===== config.mk =====
export PLATFORM = sky130hd
export DESIGN_NAME = saw_note_sched
export DESIGN_NICKNAME = d
export VERILOG_FILES = /design/src/rtl/saw_note_sched.sv
export SDC_FILE = /design/constraint.sdc
export NUM_CORES = 1
export LEC_CHECK = 0
export CORE_MARGIN = 2
export CORE_UTILIZATION = 57
export CTS_BUF_LIST = sky130_fd_sc_hd__clkbuf_4 sky130_fd_sc_hd__clkbuf_8
export DETAILED_ROUTE_END_ITERATION = 7
export PLACE_DENSITY = 0.88
export SYNTH_ARGS = -nofsm -noshare
export SYNTH_HDL_FRONTEND = slang
export SYNTH_SLANG_ARGS = --single-unit

===== constraint.sdc =====
create_clock -name i_clk48 -period 7.78 [get_ports i_clk48]
set_input_delay 1.167 -clock i_clk48 [delete_from_list [all_inputs] [get_ports i_clk48]]
set_output_delay 1.167 -clock i_clk48 [all_outputs]
set_load 0.02 [all_outputs]

===== src/rtl/saw_note_sched.sv =====
// Monophonic last-note-priority scheduler feeding the sawtooth generator's target frequency and pause.
// Optional build macro SAW_GLIDE_EN enables per-pulse frequency slew by GLIDE_STEP.
module saw_note_sched #(
    parameter int          NREQ       = 2,
    parameter int          DEPTH      = 8,
    parameter logic [23:0] GLIDE_STEP = 24'd4
) (
    input  logic              i_clk48,
    input  logic              i_rst48,
    input  logic [NREQ-1:0]   i_req_valid,
    input  logic [NREQ-1:0]   i_req_on,
    input  logic [24*NREQ-1:0] i_req_freq,
    output logic [NREQ-1:0]   o_req_ready,
    input  logic              i_pulse,
    output logic [23:0]       o_targetf,
    output logic              o_pause,
    output logic [4:0]        o_held,
    output logic              o_overflow,
    input  logic              i_clr_ovf
);

    localparam int         IW      = (NREQ > 1) ? $clog2(NREQ) : 1;
    localparam int         SW      = (DEPTH > 1) ? $clog2(DEPTH) : 1;
    localparam logic [4:0] DEPTH_L = 5'(DEPTH);

    // Without glide an all-ones step makes every slew snap, i.e. a direct load.
`ifdef SAW_GLIDE_EN
    localparam logic [23:0] STEP = GLIDE_STEP;
`else
    localparam logic [23:0] STEP = GLIDE_STEP | 24'hFFFFFF;
`endif

    typedef enum logic [1:0] {IDLE, SCAN, SHIFT, PUSH} state_t;

    state_t          state, state_next;
    logic [23:0]     stack [DEPTH];
    logic [4:0]      idx, idx_next, idx_p1, top_idx;
    logic [5:0]      idx_p2;
    logic            ev_on;
    logic [23:0]     ev_freq;
    logic [IW-1:0]   start_ptr, grant_idx;
    logic [NREQ-1:0] grant;
    logic            found, sel_on;
    logic [23:0]     sel_freq;
    logic            load_ev, push_en, copy_en, dec_en, set_ovf;
    logic [23:0]     next_f, up_diff, down_diff;
    logic            next_pause;
    int              cand;

    // Round-robin search from start_ptr; ready is offered only while idle and out of reset.
    always_comb begin
        grant     = '0;
        grant_idx = '0;
        found     = 1'b0;
        sel_on    = 1'b0;
        sel_freq  = '0;
        cand      = 0;
        for (int o = 0; o < NREQ; o++) begin
            cand = int'(start_ptr) + o;
            if (cand >= NREQ)
                cand = cand - NREQ;
            if (!found && i_req_valid[cand]) begin
                found     = 1'b1;
                grant_idx = IW'(cand);
            end
        end
        if (state != IDLE || i_rst48)
            found = 1'b0;
        for (int k = 0; k < NREQ; k++) begin
            if (found && grant_idx == IW'(k)) begin
                grant[k] = 1'b1;
                sel_on   = i_req_on[k];
                sel_freq = i_req_freq[24*k +: 24];
            end
        end
    end

    assign o_req_ready = grant;
    assign idx_p1      = idx + 5'd1;
    assign idx_p2      = {1'b0, idx} + 6'd2;
    assign top_idx     = o_held - 5'd1;

    always_ff @(posedge i_clk48 or posedge i_rst48) begin
        if (i_rst48)
            state <= IDLE;
        else
            state <= state_next;
    end

    always_comb begin
        state_next = state;
        idx_next   = idx;
        load_ev    = 1'b0;
        push_en    = 1'b0;
        copy_en    = 1'b0;
        dec_en     = 1'b0;
        set_ovf    = 1'b0;
        case (state)
            IDLE: begin
                if (found) begin
                    load_ev = 1'b1;
                    if (sel_freq == 24'd0)
                        state_next = IDLE;
                    else if (o_held == 5'd0)
                        state_next = sel_on ? PUSH : IDLE;
                    else begin
                        state_next = SCAN;
                        idx_next   = top_idx;
                    end
                end
            end
            SCAN: begin
                if (stack[idx[SW-1:0]] == ev_freq)
                    state_next = SHIFT;
                else if (idx == 5'd0) begin
                    if (!ev_on)
                        state_next = IDLE;
                    else if (o_held == DEPTH_L) begin
                        // Full stack: drop the oldest note to make room.
                        state_next = SHIFT;
                        set_ovf    = 1'b1;
                    end else
                        state_next = PUSH;
                end else
                    idx_next = idx - 5'd1;
            end
            SHIFT: begin
                copy_en = (idx_p1 < o_held);
                if (idx_p2 >= {1'b0, o_held}) begin
                    dec_en     = 1'b1;
                    state_next = ev_on ? PUSH : IDLE;
                end else
                    idx_next = idx_p1;
            end
            PUSH: begin
                push_en    = 1'b1;
                state_next = IDLE;
            end
            default: state_next = IDLE;
        endcase
    end

    always_ff @(posedge i_clk48 or posedge i_rst48) begin
        if (i_rst48) begin
            for (int i = 0; i < DEPTH; i++)
                stack[i] <= '0;
            o_held     <= '0;
            idx        <= '0;
            ev_on      <= 1'b0;
            ev_freq    <= '0;
            start_ptr  <= '0;
            o_overflow <= 1'b0;
        end else begin
            idx <= idx_next;
            if (load_ev) begin
                ev_on     <= sel_on;
                ev_freq   <= sel_freq;
                start_ptr <= (grant_idx == IW'(NREQ - 1)) ? '0 : grant_idx + 1'b1;
            end
            if (copy_en)
                stack[idx[SW-1:0]] <= stack[idx_p1[SW-1:0]];
            if (dec_en)
                o_held <= o_held - 5'd1;
            if (push_en) begin
                stack[o_held[SW-1:0]] <= ev_freq;
                o_held                <= o_held + 5'd1;
            end
            if (set_ovf)
                o_overflow <= 1'b1;
            else if (i_clr_ovf)
                o_overflow <= 1'b0;
        end
    end

    assign next_f     = (o_held == 5'd0) ? o_targetf : stack[top_idx[SW-1:0]];
    assign next_pause = (o_held == 5'd0);
    assign up_diff    = next_f - o_targetf;
    assign down_diff  = o_targetf - next_f;

    // Outputs move only on the sample pulse; a note starting from pause jumps without slewing.
    always_ff @(posedge i_clk48 or posedge i_rst48) begin
        if (i_rst48) begin
            o_targetf <= '0;
            o_pause   <= 1'b1;
        end else if (i_pulse) begin
            o_pause <= next_pause;
            if (!next_pause) begin
                if (o_pause)
                    o_targetf <= next_f;
                else if (next_f >= o_targetf)
                    o_targetf <= (up_diff <= STEP) ? next_f : o_targetf + STEP;
                else
                    o_targetf <= (down_diff <= STEP) ? next_f : o_targetf - STEP;
            end
        end
    end

endmodule

# Yosys cells after proc, flatten, opt, wreduce, memory -nomap -nowiden
# Index checks and enable logic that the tools add are counted.
[word_totals]
elab_cells = 157
output_inout_bits = 33
register_bits = 256
[op_classes]
addsub = 13
order_cmp = 15
n_eq_ne = 13
bitwise_logic = 6
reduce_logical = 18
muxes = 75
[ops]
columns = ["operator", "n"]
rows = [
  ["192-bit bitwise mux", 2],
  ["192-bit two-way mux", 2],
  ["24-bit two-way mux", 15],
  ["24-bit binary-select mux with 3-bit select", 3],
  ["24-bit demux with 3-bit select", 2],
  ["32-bit by 3-bit < comparator with 1-bit output, second input constant", 2],
  ["32-bit two-way mux", 2],
  ["24-bit <= comparator, second input constant", 2],
  ["24-bit subtractor", 2],
  ["5-bit two-way mux", 8],
  ["1-bit two-way mux", 30],
  ["24-bit adder, second input constant", 1],
  ["24-bit equality test", 1],
  ["24-bit >= comparator", 1],
  ["24-bit zero test", 1],
  ["24-bit subtractor, second input constant", 1],
  ["2-bit two-way mux", 9],
  ["4-bit >= comparator, second input constant", 4],
  ["3-bit NOT with 4-bit output", 4],
  ["5-bit one-hot mux with 3 select lines", 1],
  ["2-bit != test, second input constant", 7],
  ["5-bit by 1-bit adder with 5-bit output, second input constant", 2],
  ["5-bit zero test", 2],
  ["5-bit by 1-bit subtractor with 5-bit output, second input constant", 2],
  ["25 further kinds", 34],
]

# Longest topological paths before layout
# Gate-level depths: netlist of run 1.
[depth]
word_depth = 18
mapped_depth = 17
mapped_depth_nobuf = 11

# Worst setup path after synthesis of run 1
# OpenSTA, ideal clock, no wires.
[synth_timing]
path_type = "reg-to-reg"
start = "reg idx[0]"
end = "reg stack[118] (netlist name)"
stages_incl_launch_ff = 18
path_buffers = 7
slack_ps = 3987
period_less_slack_ps = 3793
t_arrival_ps = 3657
setup_ps = 136
path_cell_list = "dfrtp_1 > clkbuf_1 > buf_2 > buf_2 > buf_4 > buf_2 > inv_1 > ha_1 > ha_1 > nor2b_1 > o21a_1 > o21a_1 > o21ai_1 > nand4_1 > clkbuf_1 > buf_1 > a21oi_1 > o21ai_0"
[synth_via]
elab_chain_len = 9
word_cells_on_any_way = 17
cone_classes = "add/sub: 1; order compare: 3; mux: 10; bitwise: 2; reduce/logical: 1"
[synth_rtl]
columns = ["item", "line_no", "source"]
rows = [
  ["start: declaration", "37", "logic [4:0] idx, idx_next, idx_p1, top_idx;"],
  ["start signal: assignment", "154", "idx <= idx_next;"],
  ["5-bit by 1-bit adder with 5-bit output / 3-bit NOT with 4-bit output (equally long branches)", "79, 161", ""],
  ["3-bit NOT with 4-bit output (implied by the code), or another cell as far along", "161", "stack[idx[SW-1:0]] <= stack[idx_p1[SW-1:0]];"],
  ["24-bit binary-select mux with 3-bit select / 1-bit logical AND (equally long branches)", "161", ""],
  ["24-bit two-way mux (implied by the code)", "161", ""],
  ["24-bit two-way mux (implied by the code) / 24-bit demux with 3-bit select (equally long branches)", "161", ""],
  ["192-bit bitwise mux", "161", ""],
  ["192-bit two-way mux (*)", "160", "if (copy_en)"],
  ["192-bit bitwise mux", "165", "stack[o_held[SW-1:0]] <= ev_freq;"],
  ["192-bit two-way mux (*)", "164", "if (push_en) begin"],
  ["end signal: indexed assignment", "161", ""],
  ["end signal: indexed assignment", "165", ""],
  ["end: declaration", "36", "logic [23:0] stack [DEPTH];"],
]
# Every way passes the cells marked *; elsewhere a longest branch is shown, timed or not. The select of a mux whose other input is x is not followed.
# A chain may end at the register's enable or synchronous reset.

# Final worst setup path of run 1
[layout_timing]
start = "reg idx[0]"
end = "reg stack[43] (netlist name)"
# The elaborated chain is that of the path after synthesis.

==> impl_metrics.sql, run 1 <==
INSERT INTO impl_metrics (metric_group, metric, value, unit) VALUES
('sta', 'fin_worst_skew', '0.0138', 'ns'),
('worst_setup_path', 'worst_r2r_path_depth', '11', ''),
('global_routing', 'grt_pass1_vias', '14749', ''),
('synth', 'postSynth.topFlopCell', 'sky130_fd_sc_hd__dfrtp_1', ''),
('drt', 'wl_per_cell', '22.6', 'um'),
('placed_design', 'io_buffer_count', '88', ''),
('pwr', 'switching_share_of_total_power', '0.444', ''),
('placed_design', 'placedInstanceArea', '0.0176', 'mm^2'),
('run', 'max-cap-violations', '0', ''),
('synth', 'seq_area_frac_synth', '0.386', ''),
('pwr', 'power_switching', '3130', 'uW'),
('outcome', 'status', 'finished, final reports clean', ''),
('worst_setup_path', 'worstPathRequired', '8.26', 'ns'),
('pwr', 'p_seq_frac', '0.343', ''),
('clock_tree', 'clk_latency_worst_skew_pair', '0.57', 'ns'),
('synth', 'synthesis.instances', '1764', ''),
('floorplanning', 'floorplan.die.height', '175', 'um'),
('worst_setup_path', 'worst-r2r-setup-slack', '2.97', 'ns'),
('drt', 'detailroute.via_count', '14980', ''),
('synth', 'mappedNetlistNets', '1845', ''),
('pwr', 'power.share.clock', '0.182', ''),
('worst_setup_path', 'cp-end-kind', 'register', ''),
('worst_setup_path', 'worst_ep_arrival_time', '5.29', 'ns'),
('sta', 'setup_violations', '0', ''),
('sta', 'maxSlewHeadroom', '0.0912', ''),
('pwr', 'p_int', '3920', 'uW'),
('sta', 'worst-slew-pin-transition', '1.36', 'ns'),
('floorplanning', 'die_area', '0.0305', 'mm^2'),
('cells_and_area', 'layout.nets', '1837', ''),
('global_routing', 'grt_start_max_net_pins', '186', ''),
('worst_setup_path', 'critPathLaunchType', 'register', ''),
('drt', 'detail-route-antenna-nets', '0', ''),
('clock_tree', 'hold_buffer_count_at_cts', '0', ''),
('min_path', 'worst_hold_path_type', 'register to register', ''),
('sta', 'period_needed', '4.81', 'ns'),
('clock_tree', 'numCtsBuffers', '45', ''),
('global_routing', 'grt_antenna_before_repair', '1', ''),
('sta', 'hold_viol', '0', ''),
('drt', 'detail_route.drc_violations', '0', ''),
('pwr', 'vdd.ir_drop.worst', '0.351', 'mV'),
('global_routing', 'grt_pass1_wl', '77300', 'um'),
('synth', 'synth_top_area_cell', 'sky130_fd_sc_hd__dfrtp_1', ''),
('clock_tree', 'cts.sink_count', '256', ''),
('floorplanning', 'fp-row-count', '62', ''),
('synth', 'asyncSetResetFlopFracSynth', '1.00', ''),
('synth', 'yosys.cell_types.count', '53', ''),
('synth', 'synth_enable_flop_cells', '0', ''),
('cells_and_area', 'design_area', '0.0185', 'mm^2'),
('drt', 'via_per_inst', '6.91', ''),
('worst_setup_path', 'cp_cell_sequence', 'buf_4, ha_1, nor2b_1, o21a_1, o21a_1, o21ai_1, nand4_1, buf_4, nor2_1, a21oi_1, o21ai_0', ''),
('placed_design', 'detailedPlacementHpwl', '29500', 'um'),
('global_routing', 'grt-ovfl-total', '0', ''),
('synth', 'syn_avg_cell_area', '9.41', 'um^2'),
('worst_setup_path', 'largest_fanout_on_the_critical_path', '58', ''),
('worst_setup_path', 'crit_slowest_cell', 'sky130_fd_sc_hd__dfrtp_4', ''),
('drt', 'detail_route.first_pass.iterations', '7', ''),
('floorplanning', 'pin_count', '89', ''),
('clock_tree', 'clk_pin_slew_worst_paths', '0.06', 'ns'),
('floorplanning', 'die_width', '175', 'um'),
('cells_and_area', 'stdcell_count', '2169', ''),
('sta', 'grt_setup_unrepaired', 'false', ''),
('pwr', 'combPwrFrac', '0.475', ''),
('clock_tree', 'post_cts.resized_instances', '0', ''),
('synth', 'synthesis.area', '0.0166', 'mm^2'),
('sta', 'final_cycle_share', '0.618', ''),
('floorplanning', 'core-area', '0.0287', 'mm^2'),
('worst_setup_path', 'r2r-end', 'stack[43]$_DFF_PP0_', ''),
('cells_and_area', 'area_growth', '11.4', '%'),
('cells_and_area', 'fillerInstances', '2160', ''),
('worst_setup_path', 'delay_of_the_slowest_cell_on_the_worst_path', '1.02', 'ns'),
('pwr', 'power_density', '381', 'mW/mm^2');
-- power groups by stage --
stage | Combinational [uW] | Clock [uW] | Sequential [uW]
global placement | 3170 | 0 | 2370
detailed placement | 3250 | 0 | 2400
CTS | 3270 | 1280 | 2380
floorplan | 2660 | 0 | 2000
finish | 3350 | 1280 | 2420
global route | 3530 | 1340 | 2470
-- Yosys cell counts, types with 2 or more instances --
master,number
sky130_fd_sc_hd__dfrtp_1,255
sky130_fd_sc_hd__nor2_1,231
sky130_fd_sc_hd__a21oi_1,223
sky130_fd_sc_hd__nand2_1,214
sky130_fd_sc_hd__o21ai_0,182
sky130_fd_sc_hd__clkbuf_1,124
sky130_fd_sc_hd__mux4_2,124
sky130_fd_sc_hd__mux2i_1,106
sky130_fd_sc_hd__inv_1,43
sky130_fd_sc_hd__xor2_1,28
sky130_fd_sc_hd__o21ai_1,26
sky130_fd_sc_hd__ha_1,25
sky130_fd_sc_hd__a222oi_1,24
sky130_fd_sc_hd__buf_2,19
sky130_fd_sc_hd__buf_1,18
sky130_fd_sc_hd__nor4_1,14
sky130_fd_sc_hd__nand4_1,13
sky130_fd_sc_hd__a22o_1,11
sky130_fd_sc_hd__a221oi_1,10
sky130_fd_sc_hd__xnor2_1,8
sky130_fd_sc_hd__a21o_1,6
sky130_fd_sc_hd__nand3_1,5
sky130_fd_sc_hd__nor2b_1,5
sky130_fd_sc_hd__o211ai_1,5
sky130_fd_sc_hd__and3_1,4
sky130_fd_sc_hd__nor3_1,4
sky130_fd_sc_hd__o22ai_1,3
sky130_fd_sc_hd__a31oi_1,2
sky130_fd_sc_hd__and2_1,2
sky130_fd_sc_hd__buf_4,2
sky130_fd_sc_hd__buf_6,2
sky130_fd_sc_hd__inv_2,2
sky130_fd_sc_hd__nand2b_1,2
sky130_fd_sc_hd__o21a_1,2
sky130_fd_sc_hd__o2bb2ai_1,2
-- how the worst max path moves through the flow --
| stage | from | endpoint | slack [ns] | cells past startpoint |
|---|---|---|---|---|
| after floorplan | i_rst48 | ev_freq[0]$_DFFE_PP0P_ | 3.24 | 1 |
| after global placement | idx[0]$_DFFE_PP0P_ | stack[44]$_DFF_PP0_ | 3.27 | 10 |
| after detailed placement | idx[0]$_DFFE_PP0P_ | stack[34]$_DFF_PP0_ | 3.07 | 10 |
| after CTS | idx[0]$_DFFE_PP0P_ | stack[34]$_DFF_PP0_ | 3.06 | 11 |
| after global routing | idx[0]$_DFFE_PP0P_ | stack[187]$_DFF_PP0_ | 2.73 | 11 |
| final | idx[0]$_DFFE_PP0P_ | stack[43]$_DFF_PP0_ | 2.97 | 11 |
-- registers in the layout, summed over array words and instances, names as in the netlist --
| signal | count |
|---|---|
| stack | 192 |
| ev_freq | 24 |
| o_targetf | 24 |
| idx | 5 |
| o_held | 5 |
| state | 2 |
| ev_on | 1 |
| o_overflow | 1 |
| o_pause | 1 |
| start_ptr | 1 |
-- cells by family after synthesis --
| family | Yosys count | synth area share |
|---|---|---|
| xor+xnor | 36 | 0.0190 |
| compound gates | 504 | 0.169 |
| buf+inv | 211 | 0.0512 |
| simple gates | 501 | 0.122 |
| flops | 256 | 0.386 |
| fa+ha+maj | 25 | 0.0188 |
| mux | 231 | 0.233 |
-- layout by cell type (no fill, tap or decap), types with 6 or more instances in the layout --
cell type,n
sky130_fd_sc_hd__xor2_1,26
sky130_fd_sc_hd__ha_1,23
sky130_fd_sc_hd__nand4_1,13
sky130_fd_sc_hd__clkbuf_8,57
sky130_fd_sc_hd__o21ai_1,25
sky130_fd_sc_hd__a222oi_1,24
sky130_fd_sc_hd__buf_4,22
sky130_fd_sc_hd__xnor2_1,8
sky130_fd_sc_hd__nor4_1,14
sky130_fd_sc_hd__a21oi_1,223
sky130_fd_sc_hd__nor2_4,6
sky130_fd_sc_hd__inv_1,42
sky130_fd_sc_hd__mux4_2,124
sky130_fd_sc_hd__nand2_1,214
sky130_fd_sc_hd__clkdlybuf4s50_1,88
sky130_fd_sc_hd__dfrtp_1,252
sky130_fd_sc_hd__mux2i_1,106
sky130_fd_sc_hd__nor2_1,225
sky130_fd_sc_hd__a221oi_1,10
sky130_fd_sc_hd__clkbuf_4,12
sky130_fd_sc_hd__a22o_1,11
sky130_fd_sc_hd__o21ai_0,182
sky130_fd_sc_hd__a21o_1,6
-- metal layers --
layer  GRT usage  up-vias  part of all wire
li1            -     6364                 -
met2       0.497     1271              0.45
met1       0.410     7074              0.36
met5           0        -                 0
met4       0.175        0             0.051
met3      0.0940      271              0.14
-- worst max-delay path, delay by kind of cell (launching register included) --
kind	cells	cell delay, ns
flip-flops	1	1.02
AND/OR/NAND/NOR	3	0.93
AO/OA/AOI/OAI	5	0.97
buffers and inverters	2	1.44
adder cells (fa/ha/maj)	1	0.29
-- area by class of cell --
class | count | area, um^2 | share of cell area
clock inverters | 7 | 41.3 | 0.00223
multi-input cells | 1297 | 9440 | 0.511
well taps | 384 | 480 | 0.0260
clock buffers | 69 | 875 | 0.0473
inverters | 45 | 173 | 0.00934
flip-flops and latches | 256 | 6420 | 0.347
repair buffers | 111 | 1070 | 0.0576
-- through the flow --
step / worst slack, ns / utilization
after floorplan: 3.24 / -
after global placement: 3.27 / 0.612
after detailed placement: 3.07 / 0.612
after CTS: 3.06 / 0.644
after global routing: 2.73 / 0.644
final: 2.97 / 0.644
Power figures use the tool's default switching activity.
==> inputs of run 2 (changes only) <==
==> constraint.sdc (replaced) <==
create_clock -name i_clk48 -period 4.01 [get_ports i_clk48]
set_input_delay 0.6015 -clock i_clk48 [delete_from_list [all_inputs] [get_ports i_clk48]]
set_output_delay 0.6015 -clock i_clk48 [all_outputs]
set_load 0.02 [all_outputs]
==> impl_metrics.sql, run 2 (synthesized netlist as in run 1, its figures left out) <==
INSERT INTO impl_metrics (metric_group, metric, value, unit) VALUES
('clock_tree', 'numCtsBuffers', '44', ''),
('drt', 'drt-initial-drc-count', '2154', ''),
('global_routing', 'grt_antenna_before_repair', '0', ''),
('floorplanning', 'die_area', '0.0305', 'mm^2'),
('floorplanning', 'initial_utilization', '0.578', ''),
('drt', 'drt_met1_wl', '17500', 'um'),
('sta', 'totalNegativeSetupSlack', '0', 'ns'),
('sta', 'final_cycle_share', '0.902', ''),
('placed_design', 'detailedPlacementHpwl', '30900', 'um'),
('drt', 'detail-route-antenna-nets', '0', ''),
('cells_and_area', 'fillerInstances', '2107', ''),
('clock_tree', 'hold_buffer_count_at_cts', '0', ''),
('placed_design', 'placedInstanceArea', '0.0178', 'mm^2'),
('run', 'max-cap-violations', '0', ''),
('drt', 'detailroute.via_count', '15086', ''),
('pwr', 'p_int', '7880', 'uW'),
('pwr', 'total_power', '14000', 'uW'),
('cells_and_area', 'largest_reg_flops', '192', ''),
('clock_tree', 'clk_pin_slew_worst_paths', '0.07', 'ns'),
('clock_tree', 'cts.sink_count', '256', ''),
('worst_setup_path', 'critical_path_class', 'register to register', ''),
('sta', 'grt_setup_unrepaired', 'false', ''),
('global_routing', 'grt_pass1_vias', '15213', ''),
('clock_tree', 'max-clock-path-buffers', '3', ''),
('worst_setup_path', 'worst-r2r-setup-slack', '0.39', 'ns'),
('cells_and_area', 'design_area', '0.0188', 'mm^2'),
('pwr', 'switching_share_of_total_power', '0.438', ''),
('floorplanning', 'core-area', '0.0287', 'mm^2'),
('global_routing', 'grt-ovfl-total', '0', ''),
('drt', 'wl_per_cell', '23.2', 'um'),
('drt', 'wl_met3', '7350', 'um'),
('sta', 'maxSlewHeadroom', '0.319', ''),
('clock_tree', 'post-cts-setup-buffers', '0', ''),
('sta', 'hold_viol', '0', ''),
('placed_design', 'io_buffer_count', '88', ''),
('clock_tree', 'clk_latency_worst_skew_pair', '0.58', 'ns'),
('cells_and_area', 'largest_register', 'stack', ''),
('worst_setup_path', 'worstPathRequired', '4.48', 'ns'),
('sta', 'fin_worst_skew', '0.0262', 'ns'),
('worst_setup_path', 'r2r-end', 'idx[2]$_DFFE_PP0P_', ''),
('min_path', 'worst_hold_path_type', 'register to register', ''),
('drt', 'routed_wl', '50700', 'um'),
('floorplanning', 'floorplan.die.height', '175', 'um'),
('cells_and_area', 'commonest_non_fill_non_tap_cell_in_the_layout', 'sky130_fd_sc_hd__dfrtp_1', ''),
('cells_and_area', 'top_library_cells_by_usage_in_the_layout_fill_and_taps_aside', '252 x sky130_fd_sc_hd__dfrtp_1, 225 x sky130_fd_sc_hd__nor2_1, 223 x sky130_fd_sc_hd__a21oi_1, 214 x sky130_fd_sc_hd__nand2_1, 182 x sky130_fd_sc_hd__o21ai_0', ''),
('pwr', 'p_leak', '0.00764', 'uW'),
('floorplanning', 'die_width', '175', 'um'),
('sta', 'setup_violations', '0', ''),
('pwr', 'p_seq_frac', '0.320', ''),
('pwr', 'power_density', '748', 'mW/mm^2'),
('worst_setup_path', 'critPathLaunchType', 'register', ''),
('pwr', 'vdd.ir_drop.worst', '0.729', 'mV'),
('floorplanning', 'fp-row-count', '62', ''),
('clock_tree', 'clock_tree.root_cell', 'sky130_fd_sc_hd__clkbuf_8', ''),
('pwr', 'power.share.clock', '0.191', ''),
('outcome', 'status', 'finished, final reports clean', ''),
('worst_setup_path', 'cp-end-kind', 'register', ''),
('worst_setup_path', 'worst_r2r_path_depth', '10', ''),
('pwr', 'power_switching', '6150', 'uW'),
('floorplanning', 'pin_count', '89', ''),
('sta', 'period_needed', '3.62', 'ns'),
('cells_and_area', 'postLayoutCoreUtil', '0.654', ''),
('sta', 'worst-slew-pin-transition', '1.02', 'ns'),
('drt', 'highest_layer', 'met4', ''),
('cells_and_area', 'largest_registers', 'stack (192), ev_freq (24), o_targetf (24)', ''),
('drt', 'detail_route.drc_violations', '0', ''),
('clock_tree', 'post_cts.resized_instances', '0', ''),
('pwr', 'combPwrFrac', '0.489', ''),
('global_routing', 'grt_pass1_wl', '80300', 'um'),
('cells_and_area', 'antenna_cells_inserted', '0', ''),
('drt', 'via_per_inst', '6.89', ''),
('sta', 'hold_slack', '0.465', 'ns'),
('worst_setup_path', 'crit_path_start', 'idx[1]$_DFFE_PP0P_', ''),
('placed_design', 'final_weighted_congestion_in_routability_driven_placement', '0.912', ''),
('worst_setup_path', 'worst_r2r_startpoint', 'idx[1]$_DFFE_PP0P_', ''),
('cells_and_area', 'area_growth', '13.1', '%'),
('sta', 'final-max-slew-violation-count', '0', ''),
('global_routing', 'grt_start_max_net_pins', '124', ''),
('cells_and_area', 'drive_gt1_frac', '0.149', ''),
('worst_setup_path', 'largest_fanout_on_the_critical_path', '48', ''),
('drt', 'detail_route.first_pass.iterations', '7', ''),
('cells_and_area', 'layout.nets', '1854', ''),
('drt', 'met2_wirelength', '23000', 'um'),
('clock_tree', 'htree_num_levels', '2', ''),
('global_routing', 'track_usage', '0.336', ''),
('sta', 'max_freq', '0.276', 'GHz'),
('worst_setup_path', 'end_point_of_the_critical_path', 'idx[2]$_DFFE_PP0P_', ''),
('clock_tree', 'tritoncts', 'yes', ''),
('worst_setup_path', 'worst_ep_arrival_time', '4.08', 'ns');
[run 2: changes by cell type in the layout (fill, tap and decap cells not counted)]
| cell | previous run | this run |
|---|---|---|
| sky130_fd_sc_hd__buf_12 | 1 | 6 |
| sky130_fd_sc_hd__buf_4 | 22 | 35 |
| sky130_fd_sc_hd__bufinv_16 | 0 | 3 |
| sky130_fd_sc_hd__clkbuf_4 | 12 | 13 |
| sky130_fd_sc_hd__clkbuf_8 | 57 | 56 |
| sky130_fd_sc_hd__clkinv_2 | 5 | 3 |
| sky130_fd_sc_hd__clkinv_4 | 1 | 0 |
| sky130_fd_sc_hd__clkinvlp_4 | 2 | 3 |
[run 2: area by class of cell]
| cell class | instances | area (um^2) | area share |
|---|---|---|---|
| multi-input combinational | 1297 | 9440 | 0.503 |
| tap | 384 | 480 | 0.0256 |
| clock inverter | 8 | 120 | 0.00640 |
| inverter | 45 | 173 | 0.00920 |
| sequential | 256 | 6420 | 0.342 |
| timing repair buffer | 129 | 1260 | 0.0673 |
| clock buffer | 69 | 868 | 0.0463 |
[run 2: stage by stage]
stage / cells / setup WS (ns)
after CTS: 2188 / 0.508
after global placement: 2111 / 0.652
final: 2188 / 0.393
after detailed placement: 2111 / 0.590
after floorplan: 1764 / 0.0377
after global routing: 2188 / 0.335
[run 2: power groups by stage]
stage,logic (uW),registers (uW),clock network [uW]
floorplan,5160,3890,0
global placement,6480,4340,0
detailed placement,6670,4430,0
CTS,6720,4400,2700
global route,7260,4550,2810
finish,6860,4490,2680
[run 2: worst min path at each step]
stage                     startpoint                    end  cells past startpoint  slack [ns]
2_1_floorplan  start_ptr$_DFFE_PP0P_  start_ptr$_DFFE_PP0P_                      1        0.46
3_3_place_gp     o_pause$_DFFE_PP1P_    o_pause$_DFFE_PP1P_                      2        0.46
3_5_place_dp     o_pause$_DFFE_PP1P_    o_pause$_DFFE_PP1P_                      2        0.46
4_1_cts                      i_rst48  start_ptr$_DFFE_PP0P_                      2        0.47
5_1_grt          o_pause$_DFFE_PP1P_    o_pause$_DFFE_PP1P_                      2        0.50
6_report         o_pause$_DFFE_PP1P_    o_pause$_DFFE_PP1P_                      2        0.46
[run 2: critical path, cell delays in order, from the launching register on]
cell and delay [ns]:
sky130_fd_sc_hd__dfrtp_2 0.40, sky130_fd_sc_hd__buf_12 0.34, sky130_fd_sc_hd__mux4_2 0.57, sky130_fd_sc_hd__mux2i_1 0.21
sky130_fd_sc_hd__xor2_1 0.33, sky130_fd_sc_hd__nand4_1 0.23, sky130_fd_sc_hd__nor3_1 0.48, sky130_fd_sc_hd__nand4_2 0.15
sky130_fd_sc_hd__buf_4 0.19, sky130_fd_sc_hd__a31oi_4 0.27, sky130_fd_sc_hd__mux2_4 0.32
[run 2: per-layer routing]
metal / vias up / GRT usage
met5: - / 0
met4: 0 / 0.200
met3: 303 / 0.102
met2: 1310 / 0.516
met1: 7076 / 0.423
li1: 6397 / -
